[config.mk]
export PLATFORM = sky130hd
export DESIGN_NAME = pe_cmd_arbiter
export DESIGN_NICKNAME = d
export VERILOG_FILES = /design/src/rtl/pe_cmd_arbiter.sv
export SDC_FILE = /design/constraint.sdc
export NUM_CORES = 1
export LEC_CHECK = 0
export BUFFER_PORTS_ARGS = -buffer_cell sky130_fd_sc_hd__buf_4
export CAP_MARGIN = 0
export CORE_MARGIN = 3
export CORE_UTILIZATION = 43
export CTS_CLUSTER_DIAMETER = 80
export DETAILED_ROUTE_END_ITERATION = 10
export PLACE_DENSITY = 0.8
export SLEW_MARGIN = 10
export SYNTH_ARGS = -nofsm -noshare
export SYNTH_HDL_FRONTEND = slang
export SYNTH_SLANG_ARGS = --single-unit
[constraint.sdc]
create_clock -name clk -period 3.72 [get_ports clk]
set_input_delay 0.558 -clock clk [delete_from_list [all_inputs] [get_ports clk]]
set_output_delay 0.558 -clock clk [all_outputs]
set_load 0.1 [all_outputs]
[src/rtl/pe_cmd_arbiter.sv]
// pe_cmd_arbiter: round-robin command arbiter and sequencer in front of the
// simple PE configuration port. One command is in flight at a time; WRITE,
// READ and EXEC commands are turned into timed PE cycles and a tagged response.
// Optional build macro PE_ARB_STATS_EN adds saturating response/error counters
// (stat_cmds, stat_errs).
module pe_cmd_arbiter #(
   parameter int NREQ   = 2,
   parameter int OP_LAT = 2
) (
   input  logic                     clk,
   input  logic                     rst,
   input  logic [NREQ-1:0]          req_valid,
   output logic [NREQ-1:0]          req_ready,
   input  logic [2*NREQ-1:0]        req_op,
   input  logic [32*NREQ-1:0]       req_addr,
   input  logic [32*NREQ-1:0]       req_wdata,
   output logic                     rsp_valid,
   input  logic                     rsp_ready,
   output logic [$clog2(NREQ)-1:0]  rsp_id,
   output logic [31:0]              rsp_data,
   output logic                     rsp_err,
   output logic                     busy,
   output logic [31:0]              pe_cfg_addr,
   output logic [31:0]              pe_cfg_wdata,
   output logic                     pe_cfg_we,
   output logic                     pe_cfg_en,
   input  logic [31:0]              pe_cfg_rdata
`ifdef PE_ARB_STATS_EN
   ,
   output logic [15:0]              stat_cmds,
   output logic [15:0]              stat_errs
`endif
);

   localparam int          IDW = $clog2(NREQ);
   localparam int          CW  = $clog2(OP_LAT + 1);
   localparam int unsigned NR  = NREQ;

   typedef enum logic [2:0] {
      S_IDLE,
      S_ISSUE,
      S_WAIT,
      S_RDADDR,
      S_RDCAP,
      S_RESP
   } state_t;

   typedef enum logic [1:0] {
      OP_WRITE = 2'b00,
      OP_READ  = 2'b01,
      OP_EXEC  = 2'b10,
      OP_RSVD  = 2'b11
   } op_t;

   state_t           r_state;
   state_t           w_next;
   op_t              r_op;
   logic [IDW-1:0]   r_last_grant;
   logic [IDW-1:0]   r_id;
   logic [31:0]      r_addr;
   logic [31:0]      r_wdata;
   logic [31:0]      r_rsp_data;
   logic             r_rsp_err;
   logic [CW-1:0]    r_cnt;

   logic             w_grant_any;
   logic [IDW-1:0]   w_grant_idx;
   logic [IDW-1:0]   w_j;
   logic             w_accept;
   logic [31:0]      w_rd_addr;

   assign w_accept  = (r_state == S_IDLE) && w_grant_any;
   // READ reads back the full address; EXEC reads only the destination register field
   assign w_rd_addr = (r_op == OP_EXEC) ? {27'b0, r_addr[4:0]} : r_addr;

   assign rsp_valid = (r_state == S_RESP);
   assign busy      = (r_state != S_IDLE);
   assign rsp_id    = r_id;
   assign rsp_data  = r_rsp_data;
   assign rsp_err   = r_rsp_err;

   // Round-robin pick: first valid requester searching upward from last_grant+1
   always_comb begin
      w_grant_any = 1'b0;
      w_grant_idx = '0;
      w_j         = '0;
      for (int unsigned k = 1; k <= NR; k++) begin
         w_j = IDW'((32'(r_last_grant) + k) % NR);
         if (!w_grant_any && req_valid[w_j]) begin
            w_grant_any = 1'b1;
            w_grant_idx = w_j;
         end
      end
   end

   // Accept strobe: one-hot to the winner, only while idle
   always_comb begin
      req_ready = '0;
      if (w_accept) begin
         req_ready[w_grant_idx] = 1'b1;
      end
   end

   // State register
   always_ff @(posedge clk or posedge rst) begin
      if (rst) begin
         r_state <= S_IDLE;
      end else begin
         r_state <= w_next;
      end
   end

   // Next-state and PE port drive; PE outputs are zero outside ISSUE/RDADDR/RDCAP
   always_comb begin
      w_next       = r_state;
      pe_cfg_addr  = '0;
      pe_cfg_wdata = '0;
      pe_cfg_we    = 1'b0;
      pe_cfg_en    = 1'b0;
      unique case (r_state)
         S_IDLE: begin
            if (w_grant_any) begin
               w_next = S_ISSUE;
            end
         end
         S_ISSUE: begin
            unique case (r_op)
               OP_WRITE: begin
                  pe_cfg_addr  = r_addr;
                  pe_cfg_wdata = r_wdata;
                  pe_cfg_we    = 1'b1;
                  w_next       = S_RESP;
               end
               OP_READ: begin
                  w_next = S_RDADDR;
               end
               OP_EXEC: begin
                  pe_cfg_addr  = r_addr;
                  pe_cfg_wdata = r_wdata;
                  pe_cfg_we    = 1'b1;
                  pe_cfg_en    = 1'b1;
                  w_next       = S_WAIT;
               end
               default: begin
                  w_next = S_RESP;
               end
            endcase
         end
         S_WAIT: begin
            if (r_cnt == CW'(1)) begin
               w_next = S_RDADDR;
            end
         end
         S_RDADDR: begin
            pe_cfg_addr = w_rd_addr;
            w_next      = S_RDCAP;
         end
         S_RDCAP: begin
            pe_cfg_addr = w_rd_addr;
            w_next      = S_RESP;
         end
         S_RESP: begin
            if (rsp_ready) begin
               w_next = S_IDLE;
            end
         end
         default: begin
            w_next = S_IDLE;
         end
      endcase
   end

   // Command latch, latency counter and response capture
   always_ff @(posedge clk or posedge rst) begin
      if (rst) begin
         r_last_grant <= IDW'(NREQ - 1);
         r_id         <= '0;
         r_op         <= OP_WRITE;
         r_addr       <= '0;
         r_wdata      <= '0;
         r_rsp_data   <= '0;
         r_rsp_err    <= 1'b0;
         r_cnt        <= '0;
      end else begin
         if (w_accept) begin
            r_last_grant <= w_grant_idx;
            r_id         <= w_grant_idx;
            r_op         <= op_t'(req_op[2*w_grant_idx +: 2]);
            r_addr       <= req_addr[32*w_grant_idx +: 32];
            r_wdata      <= req_wdata[32*w_grant_idx +: 32];
            r_rsp_data   <= '0;
            r_rsp_err    <= 1'b0;
         end
         if (r_state == S_ISSUE) begin
            r_cnt     <= CW'(OP_LAT);
            r_rsp_err <= (r_op == OP_RSVD);
         end
         if (r_state == S_WAIT) begin
            r_cnt <= r_cnt - 1'b1;
         end
         if (r_state == S_RDCAP) begin
            r_rsp_data <= pe_cfg_rdata;
         end
      end
   end

`ifdef PE_ARB_STATS_EN
   logic [15:0] r_stat_cmds;
   logic [15:0] r_stat_errs;

   assign stat_cmds = r_stat_cmds;
   assign stat_errs = r_stat_errs;

   // Saturating counters of completed responses and of reserved-op responses
   always_ff @(posedge clk or posedge rst) begin
      if (rst) begin
         r_stat_cmds <= '0;
         r_stat_errs <= '0;
      end else if (rsp_valid && rsp_ready) begin
         if (r_stat_cmds != '1) begin
            r_stat_cmds <= r_stat_cmds + 16'd1;
         end
         if (r_rsp_err && (r_stat_errs != '1)) begin
            r_stat_errs <= r_stat_errs + 16'd1;
         end
      end
   end
`endif

endmodule

Yosys cells after proc, flatten, opt, wreduce, memory -nomap -nowiden
Index checks and enable logic that the tools add are counted.
{ "word_totals": {"output_inout_bits": 104, "in_bits": 169, "elab_cells": 75, "latch_bits": 0, "ramBits": 0, "memories": 0, "regBits": 106, "romBits": 0} }
{ "op_classes": {"shifts": 3, "n_addsub": 3, "muxes": 31, "eq_ne": 12, "reduce_logical": 13, "magnitude_cmp": 4, "bitwise": 0, "n_div": 0, "mul": 0} }
{ "ops": {"columns": ["op", "count"], "rows": [
  ["32-bit 2-to-1 mux", 6],
  ["64-bit by 7-bit indexed part select with 32-bit output", 2],
  ["32-bit one-hot mux with 2 select lines", 1],
  ["3-bit one-hot mux with 6 select lines", 1],
  ["1-bit 2-to-1 mux", 15],
  ["3-bit 2-to-1 mux", 3],
  ["3-bit by 2-bit == test with 1-bit output (second input constant)", 2],
  ["3-bit == test (second input constant)", 2],
  ["1-bit by 2-bit less-than comparator with 1-bit output (second input constant)", 3],
  ["2-bit 2-to-1 mux", 3],
  ["3-bit one-hot mux with 2 select lines", 1],
  ["2-bit nonzero test", 3],
  ["2-bit by 1-bit == test with 1-bit output (second input constant)", 2],
  ["2-bit == test (second input constant)", 2],
  ["2-bit inequality test (second input constant)", 2],
  ["2-bit OR reduction", 2],
  ["4-bit by 3-bit indexed part select with 2-bit output", 1],
  ["3-bit by 1-bit == test with 1-bit output (second input constant)", 1],
  ["1-bit logical AND", 3],
  ["3-bit zero test", 1],
  ["3-bit AND reduction", 1],
  ["3-bit nonzero test", 1],
  ["1-bit adder (second input constant)", 2],
  ["2-bit zero test", 1],
  ["other kinds (5)", 5]
]} }

Depth between registers and ports, before layout
Gate-level depths: netlist (run 1).
{ "logic_depth": {"word_depth": 12, "depth_mapped": 7, "mapped_depth_nobuf": 5} }

Worst setup path after synthesis (run 1)
Ideal clock, no wire load.
{ "synth_path": {"path_type": "flip-flop to output port", "start": "reg r_state[0]", "end": "out pe_cfg_wdata[22]", "path_buffers": 2, "arrival_time_ns": 2.825, "required_ns": 3.162, "setup_slack_ns": 0.337, "path_stages_with_launch": 7, "cell_sequence": "dfrtp_1 buf_2 nor3b_2 o21ai_2 inv_1 clkbuf_1 and2_1"} }
{ "synth_via": {"elab_chain_cells": 2} }
{ "synth_lines": {"columns": ["item", "line", "source"], "rows": [
  ["start, declared", "55", "state_t r_state;"],
  ["start signal, assigned", "109", "r_state <= w_next;"],
  ["3-bit by 1-bit == test with 1-bit output", "120", "unique case (r_state)"],
  ["32-bit 2-to-1 mux", "120", null],
  ["end, declared", "24", "output logic [31:0] pe_cfg_wdata,"]
]} }
No other way between the ends.

Worst setup path after layout (run 1)
{ "layout_path": {"start": "reg r_op[0]", "end": "out pe_cfg_wdata[15]"} }
{ "layout_via": {"elab_chain_cells": 4, "elab_cells_between_ends": 5, "classes_between": "eq/ne: 1; mux: 2; reduce/logical: 2"} }
{ "layout_lines": {"columns": ["item", "line", "source"], "rows": [
  ["start, declared", "57", "op_t r_op;"],
  ["start signal, assigned", "188", "r_op <= op_t'(req_op[2*w_grant_idx +: 2]);"],
  ["2-bit == test / 2-bit zero test (equally long branches)", "127", "unique case (r_op)"],
  ["2-bit OR reduction (no line) *", null, null],
  ["32-bit 2-to-1 mux *", "127", null],
  ["32-bit 2-to-1 mux *", "120", null]
]} }
Mark *: on every way between the ends. The rest lies on a longest branch, timed or not.

==> key figures, run 1 <==
Drt
  – WL met3: 1510 um
  – DRT Pass-1 Iters: 5
  – Final ANT Viol Nets: 0
  – Iter 0 DRT Violations: 365
  – Final wirelength: 17300 um
  – Top Layer Used: met4
  – Metal-1 WL: 6990 um
  – DRC viols: 0
  – Via count: 5368
  – Met2 WL: 8380 um
  – Drt wl/cell: 17.5 um
  – Drt via density: 5.42

Critical path
  – Req. time, crit path: 3160 ps
  – Cells on worst reg2reg path: 4
  – Critical Path End Type: output pin
  – R2R setup slack: 1270 ps
  – Worst EP arrival: 2930 ps
  – Setup CP Type: register to output pin
  – Reg-to-Reg End: r_addr[27]$_DFFE_PP0P_
  – CP startpoint kind: register
  – Worst r2r src: r_state[0]$_DFFE_PP0P_
  – Worst Path Max Fanout: 33

Synthesis
  – Syn_nets: 757
  – Synthesized area: 5420 um^2
  – Register area share after synthesis: 49.0%
  – Synth area leader: dfrtp_1
  – Synthesized area per cell: 9.28 um^2
  – Synth cell types: 37
  – Dominant cells by area after synthesis: dfrtp_1, a221o_1, nand2_1, nor3_1, and2_1
  – Synth Register Bits: 106
  – Synthesis Warnings: 0
  – Mapped Cells: 584
  – Yosys top cell area share: 48.5%

Floorplan
  – # IOs: 273
  – Initial core utilization: 44.6%
  – Cell row count: 40
  – Die area: 14000 um^2
  – Die Wd: 118 um
  – Core area: 12200 um^2
  – Die Height: 118 um

Final layout
  – Final core occ: 63.9%
  – Share of cells above drive strength 1: 37.6%
  – Fin nets: 990
  – Ant diodes: 0
  – Area delta synth->final: 43.5%

Global route
  – GRT Overall Usage: 24.4%
  – Initial antenna violation count: 0
  – Vias in the first global route: 5344
  – Total gr overflow: 0
  – Largest net degree at the start of global routing: 88
  – First-pass GRT wire length: 27900 um

Clocking
  – Clock root cell: clkbuf_16
  – Maximum clock insertion buffer count: 2
  – Clk sink count: 106
  – CTS H-Tree Depth: 3
  – Clock transition at path regs: 80 ps
  – Hold_buf cts: 0
  – Post-CTS Setup Bufs: 0
  – Clock Latency Late Sink: 350 ps
  – Total CTS buffers: 9
  – TritonCTS clock tree: built

Timing
  – RSZ-0062 raised after global routing: yes
  – Worst-Margin Slew: 1050 ps
  – Fmax: 287 MHz
  – Hold Fails Final Rpt: 0
  – Post-layout min period: 3490 ps
  – Final worst setup slack: 232 ps
  – Max Slew Vio Count: 0
  – Post-Route Skew: 7.42 ps
  – Final setup violating endpoints: 0
  – Headroom to the max-slew limit: 30.1%
  – Final worst-path cycle share: 93.8%

Place
  – Setup WS pre-CTS: 150 ps
  – Routability cong.: 0.861
  – Final HPWL from detailed placement: 12500 um
  – Port bufs: 272

Worst hold path
  – Hold Crit Start: pe_cfg_rdata[19]
  – Hold Path Sink: rsp_data[19]$_DFFE_PP0P_
  – Hold depth: 3
  – Hold/Removal Path Class: input pin to register

Run
  – Max-cap violations: 0

Outcome
  – Outcome: complete, no violations
[flip-flops by register name, indices dropped and copies added, names as in the netlist, 2 cells and up]
signal and count:
r_addr 32, r_cnt 2, r_state 3, r_op 2, r_wdata 32, rsp_data 32
[synth_stat cells, drive strengths merged]
cell type / instances
nor2: 4
a21o: 1
o21a: 3
inv: 9
buf: 29
nand3b: 1
nor4: 1
o21ai: 42
and2: 36
ha: 4
o22a: 1
a21bo: 1
or3b: 1
a21oi: 4
nand2b: 3
a21boi: 27
a211o: 1
clkbuf: 29
dfstp: 1
nand2: 133
a221o: 66
nand3: 2
and3: 2
nor3b: 3
nor2b: 4
dfrtp: 105
nor3: 71
[critical path: stages, from the launching register on]
cell,delay (ps)
dfrtp_1,390
inv_1,90
ha_1,290
o21ai_4,640
inv_1,580
and2_1,340
buf_4,230
[cell families (layout without fill, tap and decap cells)]
logic type,Yosys count,in the layout,share of synthesized area [%]
AND/OR/NAND/NOR,261,261,22.5
AO/OA/AOI/OAI,146,146,21.4
adder cells (fa/ha/maj),4,4,0.923
flip-flops,106,106,49.0
buffers and inverters,67,305,6.19
[cell type report]
type,count,area (um^2)
Clock buffer,9,225
Clock inverter,7,85.1
Fill cell,1019,4390
Inverter,9,36.3
Multi-Input combinational cell,411,2460
Sequential cell,106,2650
Tap cell,168,210
Timing Repair Buffer,280,2100
[cells in the final DEF, fill, tap and decap left out, types with 4 or more instances in the layout]
master,netlist,routed
a221o_1,66,66
a21boi_1,27,27
clkbuf_16,0,9
nand2_1,133,133
dfrtp_1,105,105
a21oi_1,4,4
o21ai_0,20,20
nor3_1,70,70
and2_1,36,36
ha_1,4,4
inv_1,8,7
o21ai_1,21,20
buf_4,5,280
clkinv_4,0,4
[metal layers]
layer | vias up | global-route usage (%)
met5 | - | 0
met4 | 0 | 8.79
li1 | 2541 | -
met3 | 36 | 6.84
met2 | 251 | 40.4
met1 | 2540 | 30.4
[what timing repair did]
item                       in CTS  in global routing
gates resized for setup         1                  0
setup endpoints to repair      33                  8
gates cloned                    0                  0
[stage by stage]
| stage | cell area (um^2) | TNS, ps | hold slack [ps] | cells |
|---|---|---|---|---|
| 6_report | 7780 | 0 | 408 | 990 |
| 4_1_cts | 7780 | 0 | 399 | 990 |
| 3_5_place_dp | 7460 | 0 | 486 | 974 |
| 5_1_grt | 7780 | -35.6 | 426 | 990 |
| 3_3_place_gp | 7460 | 0 | 482 | 974 |
| 2_1_floorplan | 5420 | 0 | 472 | 584 |
[how the worst max path moves through the flow]
stage                                 from               end  slack (ps)
floorplan           r_state[0]$_DFFE_PP0P_  pe_cfg_wdata[22]         340
finish                 r_op[0]$_DFFE_PP0P_  pe_cfg_wdata[15]         230
detailed placement     r_op[0]$_DFFE_PP0P_  pe_cfg_wdata[12]         150
global placement       r_op[0]$_DFFE_PP0P_  pe_cfg_wdata[15]         370
CTS                    r_op[0]$_DFFE_PP0P_  pe_cfg_wdata[12]         210
global route           r_op[0]$_DFFE_PP0P_  pe_cfg_wdata[21]         -10
Power of run 1 is left out: the tool's default activity adds up to more than one toggle a clock period on the data nets, which glitch-free logic cannot reach.
==> run 2, diff against run 1 <==
- CORE_MARGIN: 3 -> 5
==> run 2 against run 1 <==
Against the previous run: via count is 4.0% higher; routed wire length increased by 6.2%; fmax fell by 1.2%; sequential cell count did not move; critical path type unchanged.
==> key figures, run 2 (synthesis results as in run 1) <==
Outcome
  – Outcome: complete, no violations

Clocking
  – Total CTS buffers: 9 (unchanged)
  – Clock root cell: clkbuf_16
  – Hold_buf cts: 0 (unchanged)
  – Maximum clock insertion buffer count: 2 (unchanged)
  – Clock Latency Late Sink: 340 ps (about the same)
  – TritonCTS clock tree: built
  – Clock transition at path regs: 70 ps (about the same)
  – Clk sink count: 106 (unchanged)
  – Post-CTS Setup Bufs: 0 (unchanged)
  – CTS H-Tree Depth: 3 (unchanged)

Worst hold path
  – Hold/Removal Path Class: input pin to async pin

Final layout
  – Share of cells above drive strength 1: 38.0% (+0.42 points)
  – Fin nets: 994 (+0.40%)
  – Most frequent cells in the layout: buf_4, nand2_1, dfrtp_1
  – Final Instance Area: 7780 um^2 (about the same)
  – Area delta synth->final: 43.6% (about the same)
  – Final core occ: 62.4% (-1.5 points)
  – Non-filler cells in the finished layout: 998 (+0.81%)
  – Ant diodes: 0 (unchanged)
  – Commonest non-fill, non-tap cell in the layout: buf_4

Drt
  – Final ANT Viol Nets: 0 (unchanged)
  – DRT Pass-1 Iters: 5 (unchanged)
  – Iter 0 DRT Violations: 353 (-3.3%)
  – Drt via density: 5.60 (+3.2%)
  – Final wirelength: 18400 um (+6.2%)
  – Drt wl/cell: 18.5 um (+5.4%)
  – DRC viols: 0 (unchanged)
  – Via count: 5584 (+4.0%)

Place
  – Placed Area: 7480 um^2 (+0.27%)
  – Port bufs: 272 (unchanged)
  – Final HPWL from detailed placement: 13100 um (+4.5%)
  – Routability cong.: 0.861 (unchanged)
  – Dpl cells: 980 (+0.62%)

Global route
  – Largest net degree at the start of global routing: 81 (-8.0%)
  – Total gr overflow: 0 (unchanged)
  – GRT Overall Usage: 23.5% (-0.83 points)
  – First-pass GRT wire length: 27900 um (-0.17%)
  – Vias in the first global route: 5571 (+4.2%)
  – Initial antenna violation count: 0 (unchanged)

Critical path
  – Worst EP arrival: 2970 ps (+40 ps)
  – R2R setup slack: 1260 ps (about the same)
  – CP startpoint kind: register
  – Setup CP Type: register to output pin
  – Worst Path Max Fanout: 16 (-52%)
  – Critical Path End Type: output pin
  – Req. time, crit path: 3160 ps (about the same)

Floorplan
  – Die Height: 122 um (+3.4%)
  – Initial core utilization: 43.5% (-1.1 points)
  – Cell row count: 41 (+2.5%)
  – Die area: 15000 um^2 (+6.9%)
  – # IOs: 273 (unchanged)
  – Die Wd: 122 um (+3.4%)
  – Core area: 12500 um^2 (+2.5%)

Timing
  – Fmax: 283 MHz (-1.2%)
  – Post-Route Skew: 5.00 ps (-2.42 ps)
  – Headroom to the max-slew limit: 34.9% (+4.8 points)
  – RSZ-0062 raised after global routing: no
  – Hold Fails Final Rpt: 0 (unchanged)
  – Post-layout min period: 3530 ps (+41.4 ps)
  – Max Slew Vio Count: 0 (unchanged)
  – Worst-Margin Slew: 977 ps (-71.9 ps)
  – Final worst-path cycle share: 94.9% (+1.1 points)
  – Setup_tns: 0 ps (unchanged)
  – Final setup violating endpoints: 0 (unchanged)

Run
  – Max-cap violations: 0 (unchanged)
==> run 2: cell type report <==
cell class,count,area (um^2)
clock inverters,6,40.0
flip-flops and latches,106,2650
fillers,1084,4680
repair buffers,282,2120
repair inverters,1,5.00
inverters,9,40.0
multi-input cells,412,2470
clock buffers,10,239
well taps,172,215
==> run 2: worst max-delay path, stage by stage (launching register included) <==
cell and delay (ps):
dfrtp_1 400, inv_1 80, ha_1 330, o21ai_4 530, clkinvlp_2 680, and2_1 370
buf_4 230
==> run 2: stage by stage <==
step	worst slack, ps	hold WS [ps]
global placement	303	477
CTS	181	417
global route	5.34	427
detailed placement	134	493
finish	190	411
floorplan	337	472
==> run 2: repair_timing <==
item / 4_1_cts / 5_1_grt
gates cloned: 0 / 2
setup endpoints to repair: 33 / 32
resized for setup: 1 / 1
==> run 2: worst paths after layout <==
kind | startpoint | endpoint | cells after the start
max in group asynchronous | rst | r_addr[2]$_DFFE_PP0P_ | 3
max | r_op[0]$_DFFE_PP0P_ | pe_cfg_wdata[9] | 6
max reg2reg | r_state[0]$_DFFE_PP0P_ | r_wdata[0]$_DFFE_PP0P_ | 4
min in group clk | pe_cfg_rdata[28] | rsp_data[28]$_DFFE_PP0P_ | 3
min | rst | rsp_data[5]$_DFFE_PP0P_ | 2
min reg2reg | rsp_id$_DFFE_PP0P_ | rsp_id$_DFFE_PP0P_ | 1
==> run 2: metal layers <==
| layer | track usage, % | routed length [um] | up-vias |
|---|---|---|---|
| met5 | 0 | 0 | - |
| met4 | 9.87 | 620 | 0 |
| met3 | 6.36 | 1680 | 45 |
| met2 | 38.4 | 8830 | 286 |
| met1 | 29.6 | 7290 | 2706 |
| li1 | - | - | 2547 |
Power of run 2 is left out for the same reason.
